`src/rtl/serial_ripple_subtractor.sv`:
```
// serial_ripple_subtractor
//
// Bit-serial ripple-borrow subtractor. Computes d = a - b one bit per clock,
// LSB first, through one full-subtractor cell and a borrow flip-flop. Each
// operation takes WIDTH cycles from the accepting edge to the done edge.
//
// Optional feature macro: SUB_OVF_EN adds the signed-overflow output ovf.
//
// Ports:
//   clk    rising-edge clock
//   rst_n  asynchronous active-low reset
//   start  operation request, sampled only while idle
//   a, b   minuend / subtrahend, captured on an accepted start
//   busy   high while an operation is in progress
//   done   one-cycle pulse; d/bout (and ovf) updated on the same edge
//   d      difference, (a - b) mod 2^WIDTH
//   bout   final borrow, 1 iff a < b (unsigned)
//   ovf    signed overflow (SUB_OVF_EN only)
module serial_ripple_subtractor #(
  parameter int unsigned WIDTH = 4
) (
  input  logic             clk,
  input  logic             rst_n,
  input  logic             start,
  input  logic [WIDTH-1:0] a,
  input  logic [WIDTH-1:0] b,
  output logic             busy,
  output logic             done,
  output logic [WIDTH-1:0] d,
  output logic             bout
`ifdef SUB_OVF_EN
  ,
  output logic             ovf
`endif
);

  localparam int unsigned CntW = $clog2(WIDTH + 1);

  typedef enum logic [0:0] {StIdle, StRun} state_e;

  state_e           state_q, state_d;
  logic [WIDTH-1:0] a_sh_q, a_sh_d;
  logic [WIDTH-1:0] b_sh_q, b_sh_d;
  // Holds the WIDTH-1 lower result bits; the top bit joins them on the last cycle.
  logic [WIDTH-2:0] res_q, res_d;
  logic [WIDTH-1:0] d_q, d_d;
  logic [CntW-1:0]  cnt_q, cnt_d;
  logic             br_q, br_d;
  logic             bout_q, bout_d;
  logic             done_q, done_d;

  logic ai, bi, diff, br_next, last;

`ifdef SUB_OVF_EN
  // Operand sign bits, kept because the operand registers shift them away.
  logic a_msb_q, a_msb_d;
  logic b_msb_q, b_msb_d;
  logic ovf_q, ovf_d;
`endif

  // Full-subtractor cell.
  assign ai      = a_sh_q[0];
  assign bi      = b_sh_q[0];
  assign diff    = ai ^ bi ^ br_q;
  assign br_next = (~ai & bi) | (~(ai ^ bi) & br_q);
  assign last    = (cnt_q == CntW'(WIDTH - 1));

  always_comb begin
    state_d = state_q;
    a_sh_d  = a_sh_q;
    b_sh_d  = b_sh_q;
    res_d   = res_q;
    d_d     = d_q;
    cnt_d   = cnt_q;
    br_d    = br_q;
    bout_d  = bout_q;
    done_d  = 1'b0;
`ifdef SUB_OVF_EN
    a_msb_d = a_msb_q;
    b_msb_d = b_msb_q;
    ovf_d   = ovf_q;
`endif

    unique case (state_q)
      StIdle: begin
        if (start) begin
          a_sh_d  = a;
          b_sh_d  = b;
          br_d    = 1'b0;
          cnt_d   = '0;
          state_d = StRun;
`ifdef SUB_OVF_EN
          a_msb_d = a[WIDTH-1];
          b_msb_d = b[WIDTH-1];
`endif
        end
      end

      StRun: begin
        a_sh_d = a_sh_q >> 1;
        b_sh_d = b_sh_q >> 1;
        res_d  = (WIDTH-1)'({diff, res_q} >> 1);
        br_d   = br_next;
        if (last) begin
          // Publish the complete result only now; d never shows partial bits.
          d_d     = {diff, res_q};
          bout_d  = br_next;
          done_d  = 1'b1;
          state_d = StIdle;
`ifdef SUB_OVF_EN
          ovf_d   = (a_msb_q != b_msb_q) && (diff != a_msb_q);
`endif
        end else begin
          cnt_d = cnt_q + CntW'(1);
        end
      end

      default: state_d = StIdle;
    endcase
  end

  always_ff @(posedge clk or negedge rst_n) begin
    if (!rst_n) begin
      state_q <= StIdle;
      a_sh_q  <= '0;
      b_sh_q  <= '0;
      res_q   <= '0;
      d_q     <= '0;
      cnt_q   <= '0;
      br_q    <= 1'b0;
      bout_q  <= 1'b0;
      done_q  <= 1'b0;
`ifdef SUB_OVF_EN
      a_msb_q <= 1'b0;
      b_msb_q <= 1'b0;
      ovf_q   <= 1'b0;
`endif
    end else begin
      state_q <= state_d;
      a_sh_q  <= a_sh_d;
      b_sh_q  <= b_sh_d;
      res_q   <= res_d;
      d_q     <= d_d;
      cnt_q   <= cnt_d;
      br_q    <= br_d;
      bout_q  <= bout_d;
      done_q  <= done_d;
`ifdef SUB_OVF_EN
      a_msb_q <= a_msb_d;
      b_msb_q <= b_msb_d;
      ovf_q   <= ovf_d;
`endif
    end
  end

  assign busy = (state_q == StRun);
  assign done = done_q;
  assign d    = d_q;
  assign bout = bout_q;
`ifdef SUB_OVF_EN
  assign ovf  = ovf_q;
`endif

endmodule
```
`config.mk`:
```
export PLATFORM = sky130hd
export DESIGN_NAME = serial_ripple_subtractor
export DESIGN_NICKNAME = d
export VERILOG_FILES = /design/src/rtl/serial_ripple_subtractor.sv
export SDC_FILE = /design/constraint.sdc
export NUM_CORES = 1
export LEC_CHECK = 0
export ABC_CLOCK_PERIOD_IN_PS = 1400
export BUFFER_PORTS_ARGS = -buffer_cell sky130_fd_sc_hd__buf_2
export CAP_MARGIN = 20
export CORE_UTILIZATION = 47
export DETAILED_ROUTE_END_ITERATION = 10
export PLACE_DENSITY = 0.71
export SLEW_MARGIN = 20
export SYNTH_ARGS = -nofsm -noshare
export SYNTH_HDL_FRONTEND = slang
export SYNTH_SLANG_ARGS = --single-unit
```
`constraint.sdc`:
```
create_clock -name clk -period 1.4 [get_ports clk]
set_input_delay 0 -clock clk [delete_from_list [all_inputs] [get_ports clk]]
set_output_delay 0 -clock clk [all_outputs]
set_load 0.03 [all_outputs]
```
==> results.toml <==
[sta]
fin_ws_ps = 30.5
setup-violations-final = 0
max_freq_mhz = 730
fin_crit_sh_pct = 97.8
final_max_slew_viol_count = 0
fin_setup_tns_ps = 0
rsz0062_at_grt = "yes"
tightestPinTransition_ps = 482
period_minus_slack_ps = 1370
finalHoldViolCount = 1
relSlewSlack_pct = 67.9
skew_ps = 5.43
hold_ws_ps = -0.0966

[placed_design]
post-place-ws_ps = -0.0682
place_area_sq_mm = 0.00110
io_buffers = 17
dp_hpwl_mm = 1.00
place_congestion = 0.689

[worst_setup_path]
critPathLaunchType = "flop"
cp-startpoint = "cnt_q[0]"
worstPathArrival_ps = 1570
timing.rr.start = "cnt_q[0]"
r2r_end = "cnt_q[1]"
r2r_slack_ps = 30
crit_type = "flop to flop"
worstSetupEndpointType = "flop"
cp.required_ps = 1600
reg2regPathDepth = 4
crit_path_max_fanout = 5

[logic_synthesis]
mappedNetlistArea_sq_um = 981
ys_seq_area_share_pct = 56.1
yosys.area_share.adder_pct = 4.59
avgSynthCellArea_sq_um = 13.1
muxShareOfSynthArea_pct = 20.4
synth_top_family_by_area = "multiplexers"
netlist-cell-type-count = 20
synth_warnings = 0
synth_xor_area_share_pct = 0.893
synth_compound_area_share_pct = 7.27
synthCells = 75
ys_seq_elements = 22
syn_nets = 89
synth-simple-area-share_pct = 5.87

[hold_path]
hold_start = "a[1]"
min_path_type = "input port to flop"
holdPathEnd = "a_sh_q[1]"
hold_depth = 3

[clocking]
clock_latency_ps = 300
cts_num_sinks = 22
cts_tree = "yes"
htree_num_levels = 1
numCtsBuffers = 3
clockRootBuffer = "clkbuf_4"
clkTransAtPathRegs_ps = 120
cts_buffer_depth = 2

[final_layout]
mostFrequentLayoutCells = "dfrtp_1 (21), buf_2 (17), mux2i_1 (8)"
layout_commonest_cell = "dfrtp_1"
n_antenna_cell = 0
drive_gt1_share_pct = 38.0
num-fill-cells = 175
syn_to_final_growth_pct = 23.7
nets = 115
fin_area_sq_mm = 0.00121

[floorplan]
pin_count = 18
initial_core_util_pct = 50.0
die_area_sq_mm = 0.00227
die_x_um = 47.7
die_height_um = 47.7
rows = 16
core-area_sq_mm = 0.00196

[power_and_ir_drop]
p_sw_share_pct = 34.2
power_density_mw_per_mm2 = 2340
p_int_uw = 1870
total_power_uw = 2840
p_switching_uw = 972
ir_drop_mv = 1.05
p_comb_share_pct = 44.3
seqPwrFrac_pct = 38.9
p_clk_share_pct = 16.8
p_leak_uw = 0.000617

[flow_run]
maxCapViolations = 0

[global_route]
grt_pass1_wl_mm = 2.41
grt_pass1_vias = 549
grt_max_degree = 23
track_usage_pct = 15.2
antenna_found_initial = 0
globalRouteOverflowTotal = 0

[route]
viasPerCell = 4.85
firstDrtPassIters = 4
wire_per_inst_um = 12.3
drtAntennaViolNets = 0
drtIter0Drc = 4
dr_total_vias = 616
wl_mm = 1.57
drc_errors = 0

[status]
status = "complete, but fails checks"
violations = "hold timing"
routing by layer:
metal	part of all wire, %	track usage (%)	up-vias
li1	-	-	303
met5	0	0	-
met2	48	23.8	13
met4	1.2	5.00	0
met3	2.9	2.26	2
met1	48	21.8	298
layout make-up:
cell class / count / area (sq um) / area share [%]
clock buffer: 3 / 22.5 / 1.86
clock inverter: 1 / 30.0 / 2.47
inverter: 5 / 18.8 / 1.55
multi-input combinational: 44 / 402 / 33.1
sequential: 22 / 552 / 45.5
tap: 27 / 33.8 / 2.78
timing repair buffer: 25 / 155 / 12.8
worst max-delay path by stage:
| stage | to | slack, ps | cells past startpoint |
|---|---|---|---|
| 2_1_floorplan | cnt_q[1] | 9 | 4 |
| 3_3_place_gp | cnt_q[1] | 30 | 4 |
| 3_5_place_dp | cnt_q[1] | -0.07 | 4 |
| 4_1_cts | cnt_q[1] | 30 | 4 |
| 5_1_grt | cnt_q[1] | -6 | 4 |
| 6_report | cnt_q[1] | 30 | 4 |
timing repair:
| item | CTS | global route |
|---|---|---|
| setup buffers | 0 | 1 |
| hold buffers | 4 | 0 |
| pin swaps | 0 | 0 |
| resized for setup | 3 | 1 |
| hold endpoints to repair | 25 | 0 |
| setup endpoints to repair | 2 | 1 |
cells in the mapped netlist (all sizes together):
cell | instances | share of area, %
ha | 2 | 2.6
a21oi | 1 | 0.51
a22o | 3 | 2.7
nor2 | 3 | 1.1
a32o | 1 | 1.0
mux2 | 9 | 12
dfrtp | 22 | 56
mux2i | 8 | 8.2
nand2b | 2 | 1.3
inv | 5 | 1.9
buf | 4 | 2.9
fa | 1 | 2.0
nand2 | 7 | 3.4
o21ai | 6 | 3.1
xnor2 | 1 | 0.89
worst max-delay path: stages, from the launching register on:
cell	delay [ps]
dfrtp_1	420
ha_2	210
ha_4	190
mux2_4	290
a22o_1	170
sequential cells by signal, summed over array words and instances, names as in the netlist:
| signal | flops |
|---|---|
| res_q | 3 |
| a_sh_q | 4 |
| done | 1 |
| busy | 1 |
| d | 4 |
| b_sh_q | 4 |
| br_q | 1 |
| bout | 1 |
| cnt_q | 3 |
kinds of logic (layout without fill, tap and decap cells):
family | after synthesis | count (layout)
adders and majority gates | 3 | 3
buffers and inverters | 9 | 34
AOI/OAI and AO/OA | 11 | 11
DFF | 22 | 22
xor gates and xnor gates | 1 | 1
muxes | 17 | 17
and+or+nand+nor | 12 | 12
metrics by stage:
stage | cells | utilization [%]
global placement | 118 | 55.9
finish | 127 | 61.9
global route | 127 | 61.9
detailed placement | 118 | 55.9
CTS | 126 | 61.3
floorplan | 75 | -
power by group through the flow:
stage               registers, uW  logic (uW)  clock network [uW]
global route                 1140        1400                 515
global placement             1100        1140                   0
CTS                          1100        1210                 487
floorplan                    1230         777                   0
finish                       1100        1260                 477
detailed placement           1110        1170                   0
(Power assumes the default switching activity.)
